File: config.mk
export PLATFORM = sky130hd
export DESIGN_NAME = counter_sequencer
export DESIGN_NICKNAME = d
export VERILOG_FILES = /design/src/rtl/counter_seq_pkg.sv /design/src/rtl/counter_core.sv /design/src/rtl/counter_sequencer.sv
export SDC_FILE = /design/constraint.sdc
export NUM_CORES = 1
export LEC_CHECK = 0
export BUFFER_PORTS_ARGS = -buffer_cell sky130_fd_sc_hd__buf_2
export CORE_ASPECT_RATIO = 1.25
export CORE_UTILIZATION = 25
export DETAILED_ROUTE_END_ITERATION = 10
export GPL_TIMING_DRIVEN = 0
export PLACE_DENSITY = 0.49
export SLEW_MARGIN = 10
export SYNTH_ARGS = -nofsm -noshare
export SYNTH_HDL_FRONTEND = slang
export SYNTH_SLANG_ARGS = --single-unit
File: constraint.sdc
create_clock -name clk -period 2.6 [get_ports clk]
set_clock_uncertainty 0.15 [all_clocks]
set_input_delay 0.52 -clock clk [delete_from_list [all_inputs] [get_ports clk]]
set_output_delay 0.52 -clock clk [all_outputs]
set_load 0.02 [all_outputs]
File: src/rtl/counter_seq_pkg.sv
// ============================================================================
// Module      : counter_seq_pkg
// Description : Shared types and constants for the counter sequencer.
// Revision    : 1.0 - initial release
// ============================================================================
`default_nettype none

package counter_seq_pkg;

    // Sequencer states
    typedef enum logic [1:0] {
        IDLE = 2'd0,
        RUN  = 2'd1,
        HOLD = 2'd2
    } state_t;

    // Width of the optional wrap event counter
    localparam int WRAP_CNT_W = 8;

endpackage

`default_nettype wire

File: src/rtl/counter_core.sv
// ============================================================================
// Module      : counter_core
// Description : WIDTH-bit up/down counter register with synchronous load,
//               step enable and a combinational modulo-wrap flag.
// Revision    : 1.0 - initial release
// ============================================================================
`default_nettype none

module counter_core #(
    parameter int WIDTH = 3
) (
    input  logic             clk,
    input  logic             reset,
    input  logic             load,
    input  logic [WIDTH-1:0] load_val,
    input  logic             enable,
    input  logic             dir,
    output logic [WIDTH-1:0] count,
    output logic             wrap
);

    localparam logic [WIDTH-1:0] MAX_VAL = {WIDTH{1'b1}};
    localparam logic [WIDTH-1:0] MIN_VAL = {WIDTH{1'b0}};

    // A step wraps when counting up from all-ones or down from zero
    assign wrap = enable && !load && (dir ? (count == MAX_VAL) : (count == MIN_VAL));

    // Counter register: load has priority over a step
    always_ff @(posedge clk or negedge reset) begin
        if (!reset) begin
            count <= MIN_VAL;
        end else if (load) begin
            count <= load_val;
        end else if (enable) begin
            count <= dir ? (count + 1'b1) : (count - 1'b1);
        end
    end

endmodule

`default_nettype wire

File: src/rtl/counter_sequencer.sv
// ============================================================================
// Module      : counter_sequencer
// Description : Three-state (IDLE/RUN/HOLD) run controller around an up/down
//               counter with one-shot or auto-reload terminal handling.
//               Optional feature macro COUNTER_SEQUENCER_WRAP_CNT_EN adds the
//               saturating 8-bit wrap_cnt output.
// Revision    : 1.0 - initial release
// ============================================================================
`default_nettype none

module counter_sequencer
    import counter_seq_pkg::*;
#(
    parameter int WIDTH = 3
) (
    input  logic             clk,
    input  logic             reset,
    input  logic             start,
    input  logic             stop,
    input  logic             pause,
    input  logic             dir,
    input  logic             auto_reload,
    input  logic [WIDTH-1:0] load_val,
    input  logic [WIDTH-1:0] term_val,
    output logic [WIDTH-1:0] count,
    output logic             busy,
    output logic             done
`ifdef COUNTER_SEQUENCER_WRAP_CNT_EN
    ,
    output logic [WRAP_CNT_W-1:0] wrap_cnt
`endif
);

    state_t state;
    state_t state_next;
    logic   core_load;
    logic   core_en;
    logic   core_wrap;
    logic   done_next;
    logic   start_edge;

    counter_core #(
        .WIDTH (WIDTH)
    ) u_core (
        .clk      (clk),
        .reset    (reset),
        .load     (core_load),
        .load_val (load_val),
        .enable   (core_en),
        .dir      (dir),
        .count    (count),
        .wrap     (core_wrap)
    );

    assign start_edge = (state == IDLE) && start;
    assign busy       = (state == RUN) || (state == HOLD);

    // Next-state and counter control; priority in RUN is stop > terminal > pause > step
    always_comb begin
        state_next = state;
        core_load  = 1'b0;
        core_en    = 1'b0;
        done_next  = 1'b0;
        case (state)
            IDLE: begin
                if (start) begin
                    core_load  = 1'b1;
                    state_next = RUN;
                end
            end
            RUN: begin
                if (stop) begin
                    state_next = IDLE;
                end else if (count == term_val) begin
                    done_next = 1'b1;
                    if (auto_reload) begin
                        core_load = 1'b1;
                    end else begin
                        state_next = IDLE;
                    end
                end else if (pause) begin
                    state_next = HOLD;
                end else begin
                    core_en = 1'b1;
                end
            end
            HOLD: begin
                if (stop) begin
                    state_next = IDLE;
                end else if (!pause) begin
                    state_next = RUN;
                end
            end
            default: begin
                state_next = IDLE;
            end
        endcase
    end

    // State and terminal pulse registers
    always_ff @(posedge clk or negedge reset) begin
        if (!reset) begin
            state <= IDLE;
            done  <= 1'b0;
        end else begin
            state <= state_next;
            done  <= done_next;
        end
    end

`ifdef COUNTER_SEQUENCER_WRAP_CNT_EN
    // Saturating count of wrap steps, cleared when a run starts
    always_ff @(posedge clk or negedge reset) begin
        if (!reset) begin
            wrap_cnt <= '0;
        end else if (start_edge) begin
            wrap_cnt <= '0;
        end else if (core_wrap && (wrap_cnt != {WRAP_CNT_W{1'b1}})) begin
            wrap_cnt <= wrap_cnt + 1'b1;
        end
    end
`else
    // Wrap flag and start decode only feed the optional counter
    logic unused_wrap;
    assign unused_wrap = core_wrap ^ start_edge;
`endif

endmodule

`default_nettype wire

# Yosys cells after proc, flatten, opt, wreduce, memory -nomap -nowiden
# Cells that the tools add are included.
# Widths: inputs -> output; s select.
[totals]
ff_bits = 6
in_bits = 13
[classes]
n_addsub = 2
n_eq_ne = 7
n_mux = 23
reduce_logical = 4
[op_table]
columns = ["operator", "n"]
rows = [
  ["$mux 2", 7],
  ["$mux 1", 11],
  ["$mux 3", 3],
  ["$pmux 2 s3", 1],
  ["$ne 4x3->1 const B", 1],
  ["$ne 4x4->1 const B", 1],
  ["$reduce_and 4->1", 1],
  ["$add 3x1->3 const B", 1],
  ["$eq 3x3->1", 1],
  ["$ne 3x3->1 const B", 1],
  ["$sub 3x1->3 const B", 1],
  ["$eq 2x1->1 const B", 1],
  ["$eq 2x2->1 const B", 1],
  ["$logic_not 2->1", 1],
  ["$ne 2x2->1 const B", 1],
  ["$pmux 1 s2", 1],
  ["$reduce_bool 2->1", 1],
  ["$logic_or 1x1->1", 1],
]

# Logic depth before layout (Yosys ltp)
# Gate-level depths: netlist of run 1.
[depth]
ltp_word = 6
mapped_depth = 6
depth_no_buf = 6

# Cells and area by module
# Synthesis of run 1 repeated with hierarchy kept, for this count alone.
[unflattened]
cells_unflattened = 47
area_unflattened_um2 = 483.0
[modules_own_cells]
columns = ["module", "n_inst", "cells_each", "area_per_inst_um2"]
rows = [
  ["counter_sequencer", 1, 26, 276.5],
  ["counter_core", 1, 21, 206.4],
]

# Least setup slack after synthesis of run 1
# No wires, ideal clock.
[synth_timing]
path_kind = "register to register"
start = "reg state[1]"
end = "reg state[1]"
setup_ps = 125
arrival_time_ps = 1641
required_ps = 2325
path_slack_ps = 684
stages_incl_launch_ff = 7
path_buffers = 0
period_less_slack_ps = 1916
cell_sequence = "dfrtp_1 -> inv_1 -> ha_1 -> or2b_1 -> a311oi_2 -> nor3_2 -> mux2_4"
[synth_between]
elab_chain_cells = 3
elab_cells_between_ends = 9
[synth_lines]
columns = ["item", "line_no", "rtl"]
rows = [
  ["start: declaration", "counter_sequencer.sv:34", "state_t state;"],
  ["start signal: assignment", "counter_sequencer.sv:106", "state <= state_next;"],
  ["$eq 2x1->1, or another cell as far along", "counter_sequencer.sv:64", "case (state)"],
  ["$ne 4x4->1 (no line), or another cell as far along", "n/a", ""],
  ["$reduce_and 4->1 (no line)", "n/a", ""],
]
# Parallel ways exist; a longest one is shown, timed or not.
# A chain may end at the register's enable or synchronous reset.

# Final worst setup path of run 1
# Ends and elaborated chain as after synthesis.

==> results of run 1 <==
## metal layers
| layer | track usage | vias to the layer above |
|---|---|---|
| met5 | 0 | - |
| met2 | 0.1823 | 8 |
| met3 | 0.01327 | 2 |
| met4 | 0.1000 | 0 |
| met1 | 0.1111 | 184 |
| li1 | - | 209 |
## layout make-up
cell class,count,area (um2),area share
clock buffers,3,22.52,0.03673
well taps,19,23.77,0.03878
repair buffers,18,95.09,0.1551
inverters,4,15.01,0.02449
flip-flops and latches,6,150.1,0.2449
multi-input cells,36,306.5,0.5000
## Yosys cell counts (all sizes together), types with 2 or more instances
library cell	number
dfrtp	6
inv	4
ha	4
a21oi	6
mux2i	2
xnor2	4
## stage by stage
step           total power [mW]  hold slack [ps]
2_1_floorplan            0.4441            74.41
3_3_place_gp             0.5382            193.9
3_5_place_dp             0.5397            196.9
4_1_cts                  0.6263            410.6
5_1_grt                  0.6754            439.8
6_report                 0.6125            407.6
## how the worst max path moves through the flow
stage | start | end | slack, ps | cells past startpoint
final | state[1] | state[1] | 530 | 6
after global routing | state[1] | state[1] | 410 | 6
after CTS | state[1] | state[1] | 530 | 6
after detailed placement | term_val[1] | state[1] | 490 | 5
after global placement | term_val[2] | state[1] | 470 | 5
after floorplan | state[1] | state[1] | 680 | 6
## worst min-delay path, delay by kind of cell
| kind | cells | cell delay, ps |
|---|---|---|
| AO/OA/AOI/OAI | 2 | 150 |
| buffers and inverters | 1 | 80 |
## timing repair
action | CTS | global route
hold buffers | 1 | 0
setup endpoints to repair | 0 | 0
hold endpoints to repair | 6 | 0
setup buffers | 0 | 0
## cells in the final DEF (no fill, tap or decap), drive strengths merged
| master | netlist | routed |
|---|---|---|
| and4 | 1 | 1 |
| a311o | 1 | 1 |
| or3 | 1 | 1 |
| or2b | 1 | 1 |
| inv | 4 | 4 |
| xor2 | 1 | 1 |
| xnor2 | 4 | 4 |
| a21oi | 6 | 6 |
| ha | 4 | 4 |
| dfrtp | 6 | 6 |
| and3b | 1 | 1 |
| a22o | 1 | 1 |
| dlygate4sd3 | 0 | 1 |
| mux2i | 2 | 2 |
| nor3 | 1 | 1 |
| nor2 | 1 | 1 |
| nand4 | 1 | 1 |
| clkbuf | 0 | 3 |
| fa | 1 | 1 |
| nor2b | 1 | 1 |
| nand2 | 1 | 1 |
| o21ai | 1 | 1 |
| buf | 0 | 17 |
| mux2 | 1 | 1 |
| o21bai | 1 | 1 |
| nor3b | 1 | 1 |
| a31oi | 1 | 1 |
| nand3 | 1 | 1 |
| a311oi | 1 | 1 |
## registers in the layout, summed over array words and instances, names as in the netlist
name	cells
u_core.count	3
state	2
done	1
## kinds of logic after synthesis
logic type      Yosys count  share of synthesized area
mux                       3                    0.07426
compound gates           12                     0.1751
flops                     6                     0.3183
xor+xnor                  5                    0.09283
buf+inv                   4                    0.03182
fa+ha+maj                 5                     0.1485
simple gates             11                     0.1592
## where the power goes
group | switching (mW) | internal, mW | total [mW]
combinational | 0.204 | 0.154 | 0.358
clock | 0.0274 | 0.0518 | 0.0792
sequential | 0.0425 | 0.133 | 0.175
total | 0.273 | 0.339 | 0.613
==> load_flow_metrics.sql, run 1 <==
INSERT INTO impl_metrics (metric_group, metric, value, unit) VALUES
('synth', 'yosys-top-cells-area', 'sky130_fd_sc_hd__dfrtp_1 32%, sky130_fd_sc_hd__ha_1 11%, sky130_fd_sc_hd__xnor2_1 7.4%', ''),
('placement', 'place.port_buffers', '17', ''),
('placement', 'pre_cts_slack', '488.9', 'ps'),
('floorplanning', 'floorplan.initialDensity', '0.2672', ''),
('placement', 'postPlaceCellArea', '580.6', 'um2'),
('synth', 'yosys_register_bits', '6', ''),
('floorplanning', 'fp.dieW', '40.85', 'um'),
('synth', 'number_of_flops_mapped_to_enable_cells_by_yosys', '0', ''),
('worst_setup_path', 'timing.reg2reg.worst_path_depth', '6', ''),
('worst_setup_path', 'path_max_fanout', '4', ''),
('clock_tree', 'cts_root_buffer', 'sky130_fd_sc_hd__clkbuf_4', ''),
('clock_tree', 'worst_setup_hold_path_clk_slew', '40', 'ps'),
('cells_and_area', 'final_net_count', '87', ''),
('worst_setup_path', 'cp.arrival', '2040', 'ps'),
('placement', 'dp_hpwl', '836.8', 'um'),
('drt', 'dr_wl_met3', '43', 'um'),
('worst_setup_path', 'cp_num_buf_inv', '1', ''),
('hold_path', 'min_path_type', 'input pin to flop', ''),
('worst_setup_path', 'worst-r2r-setup-slack', '530', 'ps'),
('synth', 'syn_avg_cell_area', '10.25', 'um2'),
('synth', 'ys_async_sr_fraction', '1.000', ''),
('drt', 'wirelength', '949', 'um'),
('worst_setup_path', 'critical-path-slowest-cell', 'sky130_fd_sc_hd__a311oi_2', ''),
('cells_and_area', 'syn2layout_area_growth', '29.97', '%'),
('worst_setup_path', 'critical_path.cell_chain', 'inv_1, ha_1, or2b_1, a311oi_2, nor3_2, mux2_4', ''),
('clock_tree', 'cts_buffer_depth', '2', ''),
('worst_setup_path', 'timing.critical_path.to_type', 'flop', ''),
('placement', 'instance_count_after_placement_with_tap_cells_included', '82', ''),
('cells_and_area', 'ratio_of_cells_with_drive_above_1_in_the_final_layout', '0.3582', ''),
('drt', 'count_of_tritonroute_iterations_in_the_first_routing_pass', '2', ''),
('drt', 'initialDrtViolationCount', '4', ''),
('cells_and_area', 'antenna_cells_inserted', '0', ''),
('floorplanning', 'die_height', '50.57', 'um'),
('cells_and_area', 'final-instance-count-excl-fill', '86', ''),
('pwr', 'p_leak', '0.2890', 'nW'),
('synth', 'synth_nets', '64', ''),
('grt', 'grt_first_pass_wirelength', '1.476', 'mm'),
('floorplanning', 'die_area', '2066', 'um2'),
('drt', 'route.layer.met1.wl', '400', 'um'),
('clock_tree', 'tritoncts', 'built', ''),
('sta', 'tns', '0', 'ps'),
('pwr', 'power_density_cells', '999.1', 'nW/um2'),
('worst_setup_path', 'cp_slowest_stage_delay', '430', 'ps'),
('synth', 'synth_top_cell_area_share', '0.3183', ''),
('outcome', 'outcome', 'completed', ''),
('drt', 'routed_wire_length_per_instance', '11.03', 'um'),
('drt', 'via_count', '403', ''),
('sta', 'max_freq', '483.1', 'MHz'),
('sta', 'hold_viol', '0', ''),
('worst_setup_path', 'crit-reg2reg-launch', 'state[1]', ''),
('floorplanning', 'fp-row-count', '17', ''),
('clock_tree', 'cts_inserted_buffers', '3', ''),
('drt', 'top_signal_layer_used', 'met4', ''),
('hold_path', 'hold_path_depth', '3', ''),
('grt', 'grt_start_max_net_pins', '7', ''),
('floorplanning', 'io-pin-count', '18', ''),
('synth', 'top_cell_type_by_total_area_after_synthesis', 'sky130_fd_sc_hd__dfrtp_1', ''),
('placement', 'gpl.final_weighted_congestion', '0.6316', ''),
('pwr', 'irDropWorstVdd', '0.2723', 'mV'),
('synth', 'fraction_of_the_yosys_area_taken_by_sequential_cells', '0.3183', ''),
('clock_tree', 'clkLatencyLatePin', '230', 'ps'),
('drt', 'final_ant_viol_nets', '0', ''),
('sta', 'final_max_tran_viols', '0', ''),
('grt', 'antenna_found_initial', '0', ''),
('cells_and_area', 'final_core_util', '0.3473', ''),
('clock_tree', 'htree_levels', '1', ''),
('worst_setup_path', 'worstReg2RegEnd', 'state[1]', ''),
('worst_setup_path', 'worst_path_dominant_cell_family', 'compound AO/OA/AOI/OAI gates', ''),
('sta', 'setup-violations-final', '0', ''),
('sta', 'final_period_minus_worst_setup_slack', '2070', 'ps'),
('drt', 'detail_route.vias_per_cell', '4.686', '');
Note: power is estimated with default switching activity, not from simulation.
==> inputs of run 2 (changes only) <==
PLACE_DENSITY = 0.51   (was 0.49)
clock period = 1.9 ns   (was 2.6 ns; I/O delays follow)
==> run 2 against run 1 <==
Compared with the run above: combinational power up 68%; highest routed layer unchanged; worst setup slack got worse by 520 ps; global-route usage is 1.4 points higher; wire length is 14% higher; core utilization increased by 5.3 points; worst hold slack worse by 140 ps; maximum frequency up 9.5%; die area unchanged; critical endpoint unchanged.
==> load_flow_metrics.sql, run 2 (same netlist as run 1, synthesis figures left out) <==
INSERT INTO impl_metrics (metric_group, metric, value, unit) VALUES
('clock_tree', 'htree_levels', '1', ''),
('drt', 'count_of_tritonroute_iterations_in_the_first_routing_pass', '2', ''),
('cells_and_area', 'antenna_cells_inserted', '0', ''),
('placement', 'place.port_buffers', '17', ''),
('floorplanning', 'die_height', '50.57', 'um'),
('placement', 'dp_hpwl', '834.4', 'um'),
('worst_setup_path', 'cp_num_buf_inv', '0', ''),
('clock_tree', 'cts_buffer_depth', '2', ''),
('grt', 'antenna_found_initial', '0', ''),
('worst_setup_path', 'criticalPathCategory', 'flop to flop', ''),
('sta', 'setup-violations-final', '0', ''),
('hold_path', 'min-delay-start', 'load_val[0]', ''),
('cells_and_area', 'final_common_cell', 'sky130_fd_sc_hd__buf_2', ''),
('worst_setup_path', 'worst_path_dominant_cell_family', 'simple AND/OR/NAND/NOR gates', ''),
('grt', 'aggregate_global_route_resource_usage', '0.1248', ''),
('drt', 'via_count', '439', ''),
('worst_setup_path', 'timing.critical_path.required', '1870', 'ps'),
('cells_and_area', 'regMostFlops', 'u_core.count', ''),
('floorplanning', 'fp.dieW', '40.85', 'um'),
('drt', 'detail_route.vias_per_cell', '4.878', ''),
('worst_setup_path', 'critical_path.cell_chain', 'ha_4, and3b_1, and4_2, nor3_4, mux2_4', ''),
('floorplanning', 'io-pin-count', '18', ''),
('pwr', 'power_density_cells', '1372', 'nW/um2'),
('pwr', 'pwr-share-clk', '0.115', ''),
('pwr', 'p_int', '0.5395', 'mW'),
('floorplanning', 'fp-row-count', '17', ''),
('cells_and_area', 'layout_common_cells', '17 x sky130_fd_sc_hd__buf_2, 6 x sky130_fd_sc_hd__a21oi_1, 6 x sky130_fd_sc_hd__dfrtp_1, 4 x sky130_fd_sc_hd__xnor2_2, 4 x sky130_fd_sc_hd__buf_4', ''),
('grt', 'grt_start_max_net_pins', '7', ''),
('sta', 'rsz_0062_raised_after_global_routing', 'true', ''),
('pwr', 'power.share.combinational', '0.619', ''),
('pwr', 'irDropWorstVdd', '0.4326', 'mV'),
('cells_and_area', 'final-instance-count-excl-fill', '90', ''),
('clock_tree', 'tritoncts', 'built', ''),
('drt', 'final_ant_viol_nets', '0', ''),
('hold_path', 'min_path_type', 'input pin to flop', ''),
('worst_setup_path', 'crit-reg2reg-launch', 'state[0]', ''),
('sta', 'final_period_minus_worst_setup_slack', '1891', 'ps'),
('cells_and_area', 'ratio_of_cells_with_drive_above_1_in_the_final_layout', '0.4930', ''),
('cells_and_area', 'biggestRegsByFlops', 'u_core.count: 3 flops, state: 2 flops, done: 1 flops', ''),
('cells_and_area', 'largest_register_ff_count', '3', ''),
('sta', 'final_max_tran_viols', '0', ''),
('clock_tree', 'worst_setup_hold_path_clk_slew', '40', 'ps'),
('job', 'cap_violations', '0', ''),
('cells_and_area', 'final_core_util', '0.4004', ''),
('grt', 'grt.overflow.total', '0', ''),
('worst_setup_path', 'cp_slowest_stage_delay', '430', 'ps'),
('pwr', 'netSwitchingPower', '0.4306', 'mW'),
('sta', 'min_period_over_period', '0.9950', ''),
('pwr', 'total_power', '0.9702', 'mW'),
('cells_and_area', 'final_net_count', '91', ''),
('clock_tree', 'cts_root_buffer', 'sky130_fd_sc_hd__clkbuf_4', ''),
('sta', 'hold_viol', '0', ''),
('floorplanning', 'die_area', '2066', 'um2'),
('placement', 'postPlaceCellArea', '580.6', 'um2'),
('outcome', 'outcome', 'completed', ''),
('worst_setup_path', 'timing.critical_path.from_type', 'flop', ''),
('placement', 'instance_count_after_placement_with_tap_cells_included', '82', ''),
('worst_setup_path', 'timing.critical_path.from', 'state[0]', ''),
('clock_tree', 'cts_inserted_buffers', '3', ''),
('sta', 'worst_pin_slew', '356.3', 'ps'),
('clock_tree', 'clock_sinks', '6', ''),
('worst_setup_path', 'path_max_fanout', '3', ''),
('pwr', 'sequentialPowerShare', '0.266', ''),
('sta', 'relSlewSlack', '0.7625', ''),
('clock_tree', 'clkLatencyLatePin', '240', 'ps'),
('sta', 'max_freq', '529.0', 'MHz'),
('drt', 'initialDrtViolationCount', '2', ''),
('worst_setup_path', 'timing.critical_path.to_type', 'flop', ''),
('cells_and_area', 'syn2layout_area_growth', '49.87', '%'),
('grt', 'grt_first_pass_wirelength', '1.690', 'mm'),
('drt', 'wirelength', '1.082', 'mm'),
('floorplanning', 'placeableCoreArea', '1765', 'um2'),
('drt', 'routed_wire_length_per_instance', '12.02', 'um'),
('placement', 'gpl.final_weighted_congestion', '0.6224', ''),
('drt', 'route.detailed.drc', '0', ''),
('worst_setup_path', 'critical-path-slowest-cell', 'sky130_fd_sc_hd__dfrtp_1', ''),
('worst_setup_path', 'cp.arrival', '1860', 'ps'),
('pwr', 'p_leak', '0.3370', 'nW'),
('grt', 'number_of_global_route_vias_before_repair', '414', ''),
('floorplanning', 'floorplan.initialDensity', '0.2672', ''),
('cells_and_area', 'design_area', '706.9', 'um2'),
('pwr', 'netSwitchingFraction', '0.4439', '');
run 2: layout make-up:
type | count | area (um2)
Inverter | 4 | 15.01
Clock buffer | 3 | 22.52
Timing Repair Buffer | 22 | 125.1
Tap cell | 19 | 23.77
Fill cell | 188 | 1059
Sequential cell | 6 | 150.1
Multi-Input combinational cell | 36 | 370.4
run 2: power groups by stage:
stage,Clock (mW),Sequential [mW],Combinational [mW]
floorplan,0,0.277,0.330
global placement,0,0.243,0.491
detailed placement,0,0.244,0.492
CTS,0.119,0.250,0.575
global route,0.129,0.269,0.659
finish,0.112,0.258,0.600
run 2: tightest hold or removal path: stages:
cell	delay [ps]
sky130_fd_sc_hd__buf_2	80
sky130_fd_sc_hd__a21oi_1	40
sky130_fd_sc_hd__a21oi_1	110
run 2: metrics by stage:
| step | setup TNS, ps | worst slack [ps] | hold slack, ps |
|---|---|---|---|
| 2_1_floorplan | 0 | 16.85 | -65.59 |
| 6_report | 0 | 9.465 | 271.6 |
| 3_5_place_dp | -260.2 | -124.1 | 58.48 |
| 3_3_place_gp | -220.6 | -128.9 | 53.81 |
| 4_1_cts | 0 | 3.564 | 254.9 |
| 5_1_grt | -220.3 | -93.21 | 274.6 |
run 2: repair_timing:
item | in CTS | in global routing
buffers inserted | 3 | 1
hold endpoints to repair | 6 | 0
resized for setup | 7 | 3
endpoints found under the setup margin | 3 | 3
pin swaps | 2 | 5
hold buffers | 1 | 0
run 2: path summary, 6_finish.rpt:
| kind | endpoint | slack, ps | cells past startpoint |
|---|---|---|---|
| setup / recovery | state[1] | 9 | 5 |
| max in group asynchronous | u_core.count[2] | 1120 | 2 |
| hold reg to reg | state[1] | 490 | 2 |
| hold / removal | u_core.count[0] | 270 | 3 |
| min in group asynchronous | done | 340 | 2 |
| setup reg to reg | state[1] | 9 | 5 |
run 2: per-layer routing:
layer / GRT usage / part of all wire
met3: 0.03982 / 0.030
met2: 0.2031 / 0.57
met1: 0.1250 / 0.39
met5: 0 / 0
met4: 0.08333 / 0.0092
